===== src/rtl/por_reset_sequencer_if.sv =====
`default_nettype none
// =============================================================================
// por_reset_sequencer_if : trigger/hold controls and reset/status outputs of por_reset_sequencer
// Revision 1.0
// =============================================================================
interface por_reset_sequencer_if #(
  parameter int NUM_CH = 4
);
  localparam int STAGE_W = $clog2(NUM_CH + 1);

  logic               trig_req;
  logic               hold;
  logic [NUM_CH-1:0]  rst_out_n;
  logic [STAGE_W-1:0] stage;
  logic               done;

  modport master (output trig_req, hold, input rst_out_n, stage, done);
  modport slave  (input trig_req, hold, output rst_out_n, stage, done);
endinterface
`default_nettype wire


===== src/rtl/por_reset_sequencer.sv =====
`default_nettype none
// =============================================================================
// por_reset_sequencer : releases NUM_CH active-low resets in order, STAGE_DELAY cycles apart;
//   optional reverse-order teardown on re-trigger via POR_SEQ_REVERSE_EN.   Revision 1.0
// =============================================================================
module por_reset_sequencer #(
  parameter int          NUM_CH      = 4,
  parameter int          DELAY_BITS  = 10,
  parameter int unsigned STAGE_DELAY = 10'h300,
  parameter int          SYNC_STAGES = 2
) (
  input  wire logic            clk,
  input  wire logic            rst_n,
  por_reset_sequencer_if.slave bus_if
);
  localparam int STAGE_W = $clog2(NUM_CH + 1);
  // The RESET->SEQ transition of the state register acts as the last synchroniser stage.
  localparam int SYNC_W  = SYNC_STAGES - 1;
  localparam logic [DELAY_BITS-1:0] CNT_LAST = DELAY_BITS'(STAGE_DELAY - 1);
  localparam logic [STAGE_W-1:0]    LAST_CH  = STAGE_W'(NUM_CH - 1);

  generate
    if (STAGE_DELAY == 0 || 64'(STAGE_DELAY) >= (64'd1 << DELAY_BITS)) begin : g_bad_delay
      $error("por_reset_sequencer: STAGE_DELAY must lie in 1..2**DELAY_BITS-1");
    end
    if (NUM_CH < 1 || NUM_CH > 16) begin : g_bad_num_ch
      $error("por_reset_sequencer: NUM_CH must lie in 1..16");
    end
    if (SYNC_STAGES < 2) begin : g_bad_sync
      $error("por_reset_sequencer: SYNC_STAGES must be at least 2");
    end
  endgenerate

`ifdef POR_SEQ_REVERSE_EN
  typedef enum logic [1:0] {
    ST_RESET    = 2'd0,
    ST_SEQ      = 2'd1,
    ST_DONE     = 2'd2,
    ST_TEARDOWN = 2'd3
  } state_t;
`else
  typedef enum logic [1:0] {
    ST_RESET = 2'd0,
    ST_SEQ   = 2'd1,
    ST_DONE  = 2'd2
  } state_t;
`endif

  state_t              state_q, state_d;
  logic [SYNC_W-1:0]   sync_q;
  logic [DELAY_BITS-1:0] cnt_q, cnt_d;
  logic [STAGE_W-1:0]  stage_q, stage_d;
  logic [NUM_CH-1:0]   rst_out_q, rst_out_d;
  logic                done_q, done_d;
  logic [NUM_CH-1:0]   rel_mask;
`ifdef POR_SEQ_REVERSE_EN
  logic [STAGE_W-1:0]  td_q, td_d;
  logic [NUM_CH-1:0]   drop_mask;
`endif

  always_comb begin
    rel_mask = '0;
    for (int i = 0; i < NUM_CH; i++) begin
      rel_mask[i] = (STAGE_W'(i) == stage_q);
    end
  end

`ifdef POR_SEQ_REVERSE_EN
  always_comb begin
    drop_mask = '0;
    for (int i = 0; i < NUM_CH; i++) begin
      drop_mask[i] = (STAGE_W'(i) == td_q);
    end
  end
`endif

  always_comb begin
    state_d   = state_q;
    cnt_d     = cnt_q;
    stage_d   = stage_q;
    rst_out_d = rst_out_q;
    done_d    = done_q;
`ifdef POR_SEQ_REVERSE_EN
    td_d      = td_q;
`endif

    if ((state_q == ST_SEQ || state_q == ST_DONE) && bus_if.trig_req) begin
      cnt_d  = '0;
      done_d = 1'b0;
`ifdef POR_SEQ_REVERSE_EN
      // Top channel drops now; lower ones follow one STAGE_DELAY apart.
      rst_out_d[NUM_CH-1] = 1'b0;
      if (stage_q > LAST_CH) begin
        stage_d = LAST_CH;
      end
      if (NUM_CH == 1) begin
        state_d = ST_SEQ;
      end else begin
        state_d = ST_TEARDOWN;
        td_d    = STAGE_W'(NUM_CH - 2);
      end
`else
      rst_out_d = '0;
      stage_d   = '0;
      state_d   = ST_SEQ;
`endif
    end else begin
      case (state_q)
        ST_RESET: begin
          if (sync_q[SYNC_W-1]) begin
            state_d = ST_SEQ;
            cnt_d   = '0;
          end
        end
        ST_SEQ: begin
          if (!bus_if.hold) begin
            if (cnt_q == CNT_LAST) begin
              cnt_d     = '0;
              rst_out_d = rst_out_q | rel_mask;
              stage_d   = stage_q + STAGE_W'(1);
              if (stage_q == LAST_CH) begin
                done_d  = 1'b1;
                state_d = ST_DONE;
              end
            end else begin
              cnt_d = cnt_q + DELAY_BITS'(1);
            end
          end
        end
        ST_DONE: begin
          cnt_d = '0;
        end
`ifdef POR_SEQ_REVERSE_EN
        ST_TEARDOWN: begin
          if (!bus_if.hold) begin
            if (cnt_q == CNT_LAST) begin
              cnt_d     = '0;
              rst_out_d = rst_out_q & ~drop_mask;
              // A partially released sequence only loses stage once teardown reaches it.
              if (stage_q > td_q) begin
                stage_d = td_q;
              end
              if (td_q == '0) begin
                state_d = ST_SEQ;
              end else begin
                td_d = td_q - STAGE_W'(1);
              end
            end else begin
              cnt_d = cnt_q + DELAY_BITS'(1);
            end
          end
        end
`endif
        default: begin
          state_d = ST_RESET;
        end
      endcase
    end
  end

  always_ff @(posedge clk or negedge rst_n) begin
    if (!rst_n) begin
      sync_q    <= '0;
      state_q   <= ST_RESET;
      cnt_q     <= '0;
      stage_q   <= '0;
      rst_out_q <= '0;
      done_q    <= 1'b0;
`ifdef POR_SEQ_REVERSE_EN
      td_q      <= '0;
`endif
    end else begin
      sync_q    <= SYNC_W'({sync_q, 1'b1});
      state_q   <= state_d;
      cnt_q     <= cnt_d;
      stage_q   <= stage_d;
      rst_out_q <= rst_out_d;
      done_q    <= done_d;
`ifdef POR_SEQ_REVERSE_EN
      td_q      <= td_d;
`endif
    end
  end

  assign bus_if.rst_out_n = rst_out_q;
  assign bus_if.stage     = stage_q;
  assign bus_if.done      = done_q;

endmodule
`default_nettype wire


===== src/flat_wrapper.sv =====
// flat-port wrapper written by rule: the top's interface ports become plain ports
module por_reset_sequencer_flat 
#(
  parameter int          NUM_CH      = 4,
  parameter int          DELAY_BITS  = 10,
  parameter int unsigned STAGE_DELAY = 10'h300,
  parameter int          SYNC_STAGES = 2
)
  (clk, rst_n, bus_if_trig_req, bus_if_hold, bus_if_rst_out_n, bus_if_stage, bus_if_done);
  por_reset_sequencer_if #(.NUM_CH(NUM_CH)) bus_if_i ();
  input  wire logic clk;
  input  wire logic rst_n;
  input wire logic [$bits(bus_if_i.trig_req)-1:0] bus_if_trig_req;
  input wire logic [$bits(bus_if_i.hold)-1:0] bus_if_hold;
  output wire logic [$bits(bus_if_i.rst_out_n)-1:0] bus_if_rst_out_n;
  output wire logic [$bits(bus_if_i.stage)-1:0] bus_if_stage;
  output wire logic [$bits(bus_if_i.done)-1:0] bus_if_done;
  assign bus_if_i.trig_req = bus_if_trig_req;
  assign bus_if_i.hold = bus_if_hold;
  assign bus_if_rst_out_n = bus_if_i.rst_out_n;
  assign bus_if_stage = bus_if_i.stage;
  assign bus_if_done = bus_if_i.done;
  por_reset_sequencer #(.NUM_CH(NUM_CH), .DELAY_BITS(DELAY_BITS), .STAGE_DELAY(STAGE_DELAY), .SYNC_STAGES(SYNC_STAGES)) u_core (.clk(clk), .rst_n(rst_n), .bus_if(bus_if_i));
endmodule

===== config.mk =====
export PLATFORM = sky130hd
export DESIGN_NAME = por_reset_sequencer_flat
export DESIGN_NICKNAME = d
export VERILOG_FILES = /design/src/rtl/por_reset_sequencer_if.sv /design/src/rtl/por_reset_sequencer.sv /design/src/flat_wrapper.sv
export SDC_FILE = /design/constraint.sdc
export NUM_CORES = 1
export LEC_CHECK = 0
export ABC_CLOCK_PERIOD_IN_PS = 4300
export CAP_MARGIN = 25
export CELL_PAD_IN_SITES_DETAIL_PLACEMENT = 1
export CELL_PAD_IN_SITES_GLOBAL_PLACEMENT = 2
export CORE_ASPECT_RATIO = 1.5
export CORE_MARGIN = 2
export CORE_UTILIZATION = 38
export CTS_CLUSTER_SIZE = 30
export DETAILED_ROUTE_END_ITERATION = 10
export GPL_TIMING_DRIVEN = 0
export MAX_ROUTING_LAYER = met4
export PLACE_DENSITY = 0.86
export REMOVE_ABC_BUFFERS = 1
export SETUP_SLACK_MARGIN = 0.15
export SLEW_MARGIN = 15
export SYNTH_ARGS = -nofsm -noshare
export SYNTH_HDL_FRONTEND = slang
export SYNTH_SLANG_ARGS = --single-unit

===== constraint.sdc =====
create_clock -name clk -period 4.3 [get_ports clk]
set_input_delay 1.075 -clock clk [delete_from_list [all_inputs] [get_ports clk]]
set_output_delay 1.075 -clock clk [all_outputs]
set_load 0.02 [all_outputs]

-- After elaboration in Yosys (flattened, before gate mapping)
Index checks and enable logic that the tools add are counted.
- word-level logic and storage cells: 58
- output and inout port bits: 8
- bits of input ports: 4
- register bits: 21
- $add $sub $neg: 2
- eq/ne operators: 13
- reduce and logical (&&, ||, !) cells: 12
- mux-type cells: 24
- bitwise logic cells: 1
- operators with widths (cell ; count):
    $mux W10 ; 4
    $pmux W10 S3 ; 1
    $mux W4 ; 4
    $mux W3 ; 4
    $add A10 B1 Y10 const B ; 1
    $eq A10 B10 Y1 const B ; 1
    $mux W2 ; 5
    $ne A3 B3 Y1 const B ; 3
    $eq A2 B3 Y1 const A ; 2
    $pmux W2 S3 ; 1
    $reduce_and A3 Y1 ; 2
    $reduce_bool A2 Y1 ; 3
    $mux W1 ; 5
    $reduce_and A5 Y1 ; 1
    $or A4 B4 Y4 ; 1
    $reduce_and A4 Y1 ; 1
    $reduce_bool A4 Y1 ; 1
    $add A3 B1 Y3 const B ; 1
    $eq A1 B3 Y1 const A ; 1
    $eq A3 B2 Y1 const B ; 1
    $logic_not A3 Y1 ; 1
    $ne A3 B1 Y1 const B ; 1
    $eq A2 B1 Y1 const B ; 1
    $eq A2 B2 Y1 const B ; 1
    other kinds (5) ; 5

-- Logic depth before layout (Yosys ltp)
Gate-level depths: netlist of the first run.
- depth in word-level cells: 6
- mapped depth: 7
- mapped depth without buffers: 6

-- Worst setup path before layout of the first run
No wires, ideal clock.
- kind: in2reg
- start point: in bus_if_trig_req
- end point: reg u_core.state_q[0]
- data arrival time: 2.002 ns
- slack: 2.218 ns
- path buffers: 1
- setup time: 0.079 ns
- data required time: 4.221 ns
- stages: 5
- path through: and2_1 > clkbuf_1 > nor3_1 > nor3_1 > mux2i_1
- longest elaborated chain between the ends: 3
- elaborated cells on any way between the ends: 8
- classes of those cells: 5 x eq/ne; 1 x mux; 2 x reduce/logical
- ends and longest elaborated chain (item ; RTL line ; source):
    from (decl) ; flat_wrapper.sv:13 ; input wire logic [$bits(bus_if_i.trig_req)-1:0] bus_if_trig_req;
    $logic_and A1 B1 Y1 * ; por_reset_sequencer.sv:87 ; if ((state_q == ST_SEQ || state_q == ST_DONE) && bus_if.trig_req) begin
    $ne A3 B3 Y1 (no line) (tied with other cells) ; -- ;
    $reduce_and A5 Y1 (no line) ; -- ;
    to (signal assigned) ; por_reset_sequencer.sv:174 ; state_q <= state_d;
    to (decl) ; por_reset_sequencer.sv:49 ; state_t state_q, state_d;
Mark *: on every way between the ends. The rest lies on a longest branch, timed or not.
A chain may end at the register's enable or synchronous reset.

-- Final worst setup path of the first run
- start point: in bus_if_trig_req
- end point: reg u_core.cnt_q[5]
- longest elaborated chain between the ends: 3
- elaborated cells on any way between the ends: 6
- classes of those cells: 2 x eq/ne; 1 x mux; 3 x reduce/logical
- ends and longest elaborated chain (item ; RTL line ; source):
    $logic_and A1 B1 Y1 * ; por_reset_sequencer.sv:87 ;
    $ne A3 B1 Y1 (no line) (tied with other cells) ; -- ;
    $reduce_and A3 Y1 (no line) ; -- ;
    to (signal assigned) ; por_reset_sequencer.sv:175 ; cnt_q <= cnt_d;
    to (decl) ; por_reset_sequencer.sv:51 ; logic [DELAY_BITS-1:0] cnt_q, cnt_d;
Marks and branches as above.

==> results of run 1 <==
==> stage by stage <==
stage | cell area [sq um] | total power, mW | hold WS (ns) | utilization
6_report | 1410 | 0.601 | 0.509 | 0.455
5_1_grt | 1410 | 0.645 | 0.544 | 0.455
4_1_cts | 1400 | 0.608 | 0.515 | 0.451
3_5_place_dp | 1350 | 0.474 | 0.497 | 0.436
3_3_place_gp | 1350 | 0.461 | 0.474 | 0.436
2_1_floorplan | 1190 | 0.405 | 0.490 | -
==> final timing paths <==
check / from / endpoint
worst max-delay path: bus_if_trig_req / u_core.cnt_q[5]
worst min-delay path: u_core.bus_if.rst_out_n[0] / u_core.bus_if.rst_out_n[0]
worst max register to register: u_core.state_q[1] / u_core.cnt_q[5]
worst min register to register: u_core.bus_if.rst_out_n[0] / u_core.bus_if.rst_out_n[0]
max in group asynchronous: rst_n / u_core.cnt_q[7]
min in group asynchronous: rst_n / u_core.state_q[1]
==> state kept, by name, summed over array words and instances, names as in the netlist <==
name                     count
u_core.bus_if.done           1
u_core.state_q               2
u_core.sync_q                1
u_core.cnt_q                10
u_core.bus_if.stage          3
u_core.bus_if.rst_out_n      4
==> layer usage <==
metal | global-route usage | up-vias | share of wire
li1 | - | 453 | -
met1 | 0.172 | 485 | 0.40
met2 | 0.313 | 13 | 0.55
met3 | 0.0164 | 5 | 0.026
met4 | 0.0648 | 0 | 0.018
met5 | - | - | 0
==> worst max-delay path: cells and delay by family <==
kind | cells | cell delay, ns
buffers and inverters | 1 | 0.51
AO/OA/AOI/OAI | 3 | 0.95
AND/OR/NAND/NOR | 1 | 0.25
==> layout by cell type (no fill, tap or decap), types with 2 or more instances in the layout <==
cell type	synthesis	routed
a31oi_1	3	3
nand2b_1	2	2
clkdlybuf4s50_1	0	11
mux2i_1	3	3
ha_1	11	11
nand3_1	7	7
a21oi_1	4	4
nand2_1	10	10
clkbuf_8	0	3
o311ai_1	4	4
inv_1	5	5
nor2_1	12	12
dfrtp_1	21	21
nor3_1	2	2
o21ai_0	6	6
==> power groups by stage <==
stage	clock network, mW	registers [mW]	logic [mW]
2_1_floorplan	0	0.233	0.172
3_3_place_gp	0	0.236	0.225
3_5_place_dp	0	0.238	0.236
4_1_cts	0.135	0.234	0.239
5_1_grt	0.141	0.236	0.268
6_report	0.132	0.233	0.235
==> layout make-up <==
class / count / share of cell area
multi-input cells: 89 / 0.458
clock buffers: 4 / 0.0319
repair buffers: 12 / 0.0887
well taps: 40 / 0.0355
flip-flops and latches: 21 / 0.373
inverters: 5 / 0.0133
==> kinds of logic after synthesis <==
| family | Yosys count |
|---|---|
| AND/OR/NAND/NOR | 48 |
| buffers and inverters | 7 |
| AO/OA/AOI/OAI | 25 |
| flip-flops | 21 |
| multiplexers | 3 |
| adder cells (fa/ha/maj) | 11 |
| other | 1 |
| XOR/XNOR | 1 |
==> results.toml, run 1 <==
[global_routing]
grt_start_max_net_pins = 22
first_global_vias = 975
global_route_usage_sum = 0.165
globalRoute.totalOverflow = 0
initial_antenna_violation_count = 0
wire_length_of_the_first_global_routing_pass_microns = 4500

[worst_setup_path]
critPathRequiredTime_ns = 4.46
worst_setup_path_start_kind = "input pin"
timing.critical_path.arrival_ns = 2.79
critical_path.cell_chain = "clkdlybuf4s50_1, a21boi_1, a211o_1, nand2b_4, o311ai_1"
slowest_stage = "clkdlybuf4s50_1"
path_class = "in2reg"
endpoint_kind = "flip-flop"
worst-r2r-cell-count = 6
reg2reg_slack_ns = 2.12
critical_path.max_stage_delay_ns = 0.51
path_max_fanout = 14

[drt]
route.antenna.remaining_nets = 0
routed_wirelength_microns = 2650
vias = 956
residual_drc = 0
first_pass_drt_iterations = 4
route.detailed.vias_per_inst = 5.59
routed_wire_length_per_instance_microns = 15.5
detail_route.iter0.violations = 3

[clocking]
clkSinkCount = 21
ctsRootBufferMaster = "clkbuf_8"
h_tree_depth_reported_by_cts = 1
cts.repair_timing.setup_buffer_count = 0
ctsHoldBuffers = 0
clk_transition_reported_paths_ns = 0.08
clk-insertion-delay-late_ns = 0.26
cts_tree = "built"
ctsLongestPathBuffers = 2
post_cts_resized = 0
cts_made_buffers = 3

[min_path]
worstHoldPathType = "reg2reg"
hold_depth = 2

[pwr]
power.density_cell_area_nw_per_um2 = 426
power.share.clock = 0.220
switching_share = 0.391
seq_power_share = 0.389
power.static_leakage_nw = 0.600
ir_worst_vdd_mv = 0.219
p_int_mw = 0.366
p_sw_mw = 0.235
pwr-share-comb = 0.391

[sta]
finalCritPeriodShare = 0.611
max_slew_margin = 0.608
report.final.setup_viol = 0
worst_slack_ns = 1.67
fin_crit_ns = 2.63
count_of_final_max_slew_check_failures = 0
least_margin_pin_slew_ns = 0.583
clock.fmax_mhz = 380
timing.clock.skew_ns = 0.00220
finalHoldViolCount = 0
totalNegativeSetupSlack_ns = 0
setup_repair_after_global_routing_missed_its_margin = "no"

[synthesis]
combinational_family_with_the_most_area_after_synthesis = "simple AND/OR/NAND/NOR gates"
synth_adder_area_share = 0.115
ys_ff_latch = 21
synthesis.area_sq_um = 1200
yosys_most_used_dff = "dfrtp_1"
biggest_area_consumer_among_synthesized_cells = "dfrtp_1"
yosysSeqAreaShare = 0.438
synth_top_cells_by_area = "dfrtp_1 44%, ha_1 11%, nor2_1 3.8%"
post_synth_mux_area_share = 0.0251
number_of_flops_mapped_to_enable_cells_by_yosys = 0
synth-simple-area-share = 0.236
unique_masters_post_synth = 40
synth_area_in_compound_gates = 0.152
post-synth-top-count-cell = "dfrtp_1"
post_synth.cell_area_avg_sq_um = 10.2
synth_xor_area_frac = 0.00731
synthArstFlopShare = 1.00
synthCells = 117
synth.top_cells.by_count = "21 x dfrtp_1, 12 x nor2_1, 11 x ha_1"
synthDominantCellAreaShare = 0.438
synth.yosys.warnings = 0

[cells_and_area]
layout-area-overhead-vs-synth_pct = 17.6
design.final.nets = 147
diodes = 0
nFillCells = 355
final-seq-area_sq_um = 526
multi_input_comb_area_sq_um = 646
final_cell_count_no_fill = 171
layout-drive-gt1-share = 0.0916

[placement]
dp_hpwl_microns = 1920
dp_cells = 166
pre_cts_slack_ns = 1.40
gp_routability_congestion = 0.735
place.port_buffers = 11

[die]
initial_utilization = 0.387
core_area_sq_um = 3100
io-pin-count = 12
die-width_microns = 49.9
die_ar_sq_um = 3630
die-height_microns = 72.8
num_rows = 25

[status]
outcome = "finished clean"

[job]
maxCapViolations = 0
Power figures use the tool's default switching activity.
==> run 2: changes to the inputs <==
--- a/config.mk
+++ b/config.mk
@@ -5,18 +5,18 @@
 export SDC_FILE = /design/constraint.sdc
 export NUM_CORES = 1
 export LEC_CHECK = 0
-export ABC_CLOCK_PERIOD_IN_PS = 4300
+export ABC_CLOCK_PERIOD_IN_PS = 2590
 export CAP_MARGIN = 25
 export CELL_PAD_IN_SITES_DETAIL_PLACEMENT = 1
 export CELL_PAD_IN_SITES_GLOBAL_PLACEMENT = 2
 export CORE_ASPECT_RATIO = 1.5
 export CORE_MARGIN = 2
-export CORE_UTILIZATION = 38
+export CORE_UTILIZATION = 36
 export CTS_CLUSTER_SIZE = 30
 export DETAILED_ROUTE_END_ITERATION = 10
 export GPL_TIMING_DRIVEN = 0
 export MAX_ROUTING_LAYER = met4
-export PLACE_DENSITY = 0.86
+export PLACE_DENSITY = 0.82
 export REMOVE_ABC_BUFFERS = 1
 export SETUP_SLACK_MARGIN = 0.15
 export SLEW_MARGIN = 15
==> constraint.sdc (replaced) <==
create_clock -name clk -period 2.59 [get_ports clk]
set_input_delay 0.6475 -clock clk [delete_from_list [all_inputs] [get_ports clk]]
set_output_delay 0.6475 -clock clk [all_outputs]
set_load 0.02 [all_outputs]
==> results.toml, run 2 (synthesis gave the netlist of run 1 again) <==
[status]
outcome = "finished clean"

[sta]
timing.clock.skew_ns = 0.00223
totalNegativeSetupSlack_ns = 0
fin_crit_ns = 2.20
count_of_final_max_slew_check_failures = 0
least_margin_pin_slew_ns = 0.611
clock.fmax_mhz = 455
finalCritPeriodShare = 0.849
finalHoldViolCount = 0
setup_repair_after_global_routing_missed_its_margin = "no"
worst_slack_ns = 0.392
report.final.setup_viol = 0
max_slew_margin = 0.592

[cells_and_area]
layout-area-overhead-vs-synth_pct = 17.6
design.final.nets = 147
mostFrequentLayoutCell = "dfrtp_1"
nFillCells = 367
multi_input_comb_area_sq_um = 646
final-seq-area_sq_um = 526
largest_register_by_flop_count = "u_core.cnt_q"
most-common-layout-cells = "21 x dfrtp_1, 12 x nor2_1, 11 x ha_1, 11 x clkdlybuf4s50_1, 10 x nand2_1"
layout-drive-gt1-share = 0.0916
largest_register_ff_count = 10
diodes = 0

[pwr]
seq_power_share = 0.396
switching_share = 0.382
power.static_leakage_nw = 0.600
p_sw_mw = 0.376
p_int_mw = 0.607
ir_worst_vdd_mv = 0.415
power.share.clock = 0.213
power.density_cell_area_nw_per_um2 = 697
pwr-share-comb = 0.391

[clocking]
ctsRootBufferMaster = "clkbuf_8"
cts_tree = "built"
clk_transition_reported_paths_ns = 0.07
post_cts_resized = 0
h_tree_depth_reported_by_cts = 1
cts.repair_timing.setup_buffer_count = 0
ctsLongestPathBuffers = 2
cts_made_buffers = 3
clkSinkCount = 21
ctsHoldBuffers = 0
clk-insertion-delay-late_ns = 0.25

[worst_setup_path]
critical_path.cell_chain = "clkdlybuf4s50_1, a21boi_1, a211o_1, nand2b_4, o311ai_1"
worst-r2r-cell-count = 6
endpoint_kind = "flip-flop"
critical_path.max_stage_delay_ns = 0.51
path_max_fanout = 14
number_of_gates_on_the_worst_path_with_buffers_counted = 5
timing.critical_path.arrival_ns = 2.35
critPathRequiredTime_ns = 2.74
path_class = "in2reg"
worst_setup_path_start_kind = "input pin"
crit_buf_inv = 1
slowest_stage = "clkdlybuf4s50_1"
worst_path_dominant_cell_family = "compound AO/OA/AOI/OAI gates"

[drt]
first_pass_drt_iterations = 2
vias = 928
routed_wire_length_per_instance_microns = 14.6
route.detailed.vias_per_inst = 5.43
route.antenna.remaining_nets = 0
routed_wirelength_microns = 2500
residual_drc = 0
detail_route.iter0.violations = 14

[die]
initial_utilization = 0.379
die_ar_sq_um = 3820
num_rows = 25
core_area_sq_um = 3160
die-height_microns = 74.7
io-pin-count = 12
die-width_microns = 51.1

[placement]
place.port_buffers = 11
pre_cts_slack_ns = 0.126
dp_hpwl_microns = 1890
gp_routability_congestion = 0.724

[global_routing]
grt_start_max_net_pins = 22
initial_antenna_violation_count = 0
first_global_vias = 1007
globalRoute.totalOverflow = 0
global_route_usage_sum = 0.160
wire_length_of_the_first_global_routing_pass_microns = 4530

[min_path]
worstHoldPathType = "reg2reg"
hold_depth = 2

[job]
maxCapViolations = 0
==> run 2: layout make-up <==
class	instances	share of cell area
multi-input cells	89	0.458
flip-flops and latches	21	0.373
repair buffers	12	0.0887
well taps	40	0.0355
clock buffers	4	0.0319
inverters	5	0.0133
==> run 2: metrics by stage <==
stage                     std cells  cell area (sq um)  utilization  power [mW]  hold slack, ns
after global placement          166               1350        0.427       0.767           0.475
after detailed placement        166               1350        0.427       0.785           0.493
after floorplan                 115               1190            -       0.673           0.352
after global routing            171               1410        0.446        1.07           0.548
final                           171               1410        0.446       0.982           0.500
after CTS                       170               1400        0.442        1.00           0.512
==> run 2: final timing paths <==
| path | start | endpoint | slack [ns] |
|---|---|---|---|
| worst max-delay path | bus_if_trig_req | u_core.cnt_q[5] | 0.39 |
| worst min-delay path | u_core.bus_if.rst_out_n[1] | u_core.bus_if.rst_out_n[1] | 0.50 |
| worst max register to register | u_core.state_q[1] | u_core.cnt_q[5] | 0.46 |
| worst min register to register | u_core.bus_if.rst_out_n[1] | u_core.bus_if.rst_out_n[1] | 0.50 |
| max in group asynchronous | rst_n | u_core.bus_if.stage[2] | 1.33 |
| min in group asynchronous | rst_n | u_core.state_q[0] | 0.78 |
==> run 2: tightest hold or removal path, stage by stage, from the launching register on <==
cell,delay (ns)
dfrtp_1,0.35
a31oi_1,0.04
nor2_1,0.07
==> run 2: power groups by stage <==
stage                     Sequential [mW]  Combinational [mW]  Clock [mW]
after floorplan                     0.387               0.286           0
after global placement              0.393               0.374           0
after detailed placement            0.396               0.389           0
after CTS                           0.389               0.391       0.223
after global routing                0.394               0.442       0.235
final                               0.389               0.385       0.209
==> run 2: metal layers <==
layer  routed length [microns]  share of wire  up-vias  GRT usage
met1                      1030           0.41      461      0.169
met4                        12         0.0048        0     0.0360
met3                        70          0.028        2     0.0198
met2                      1390           0.55       11      0.312
met5                         0              0        -          -
li1                          -              -      454          -
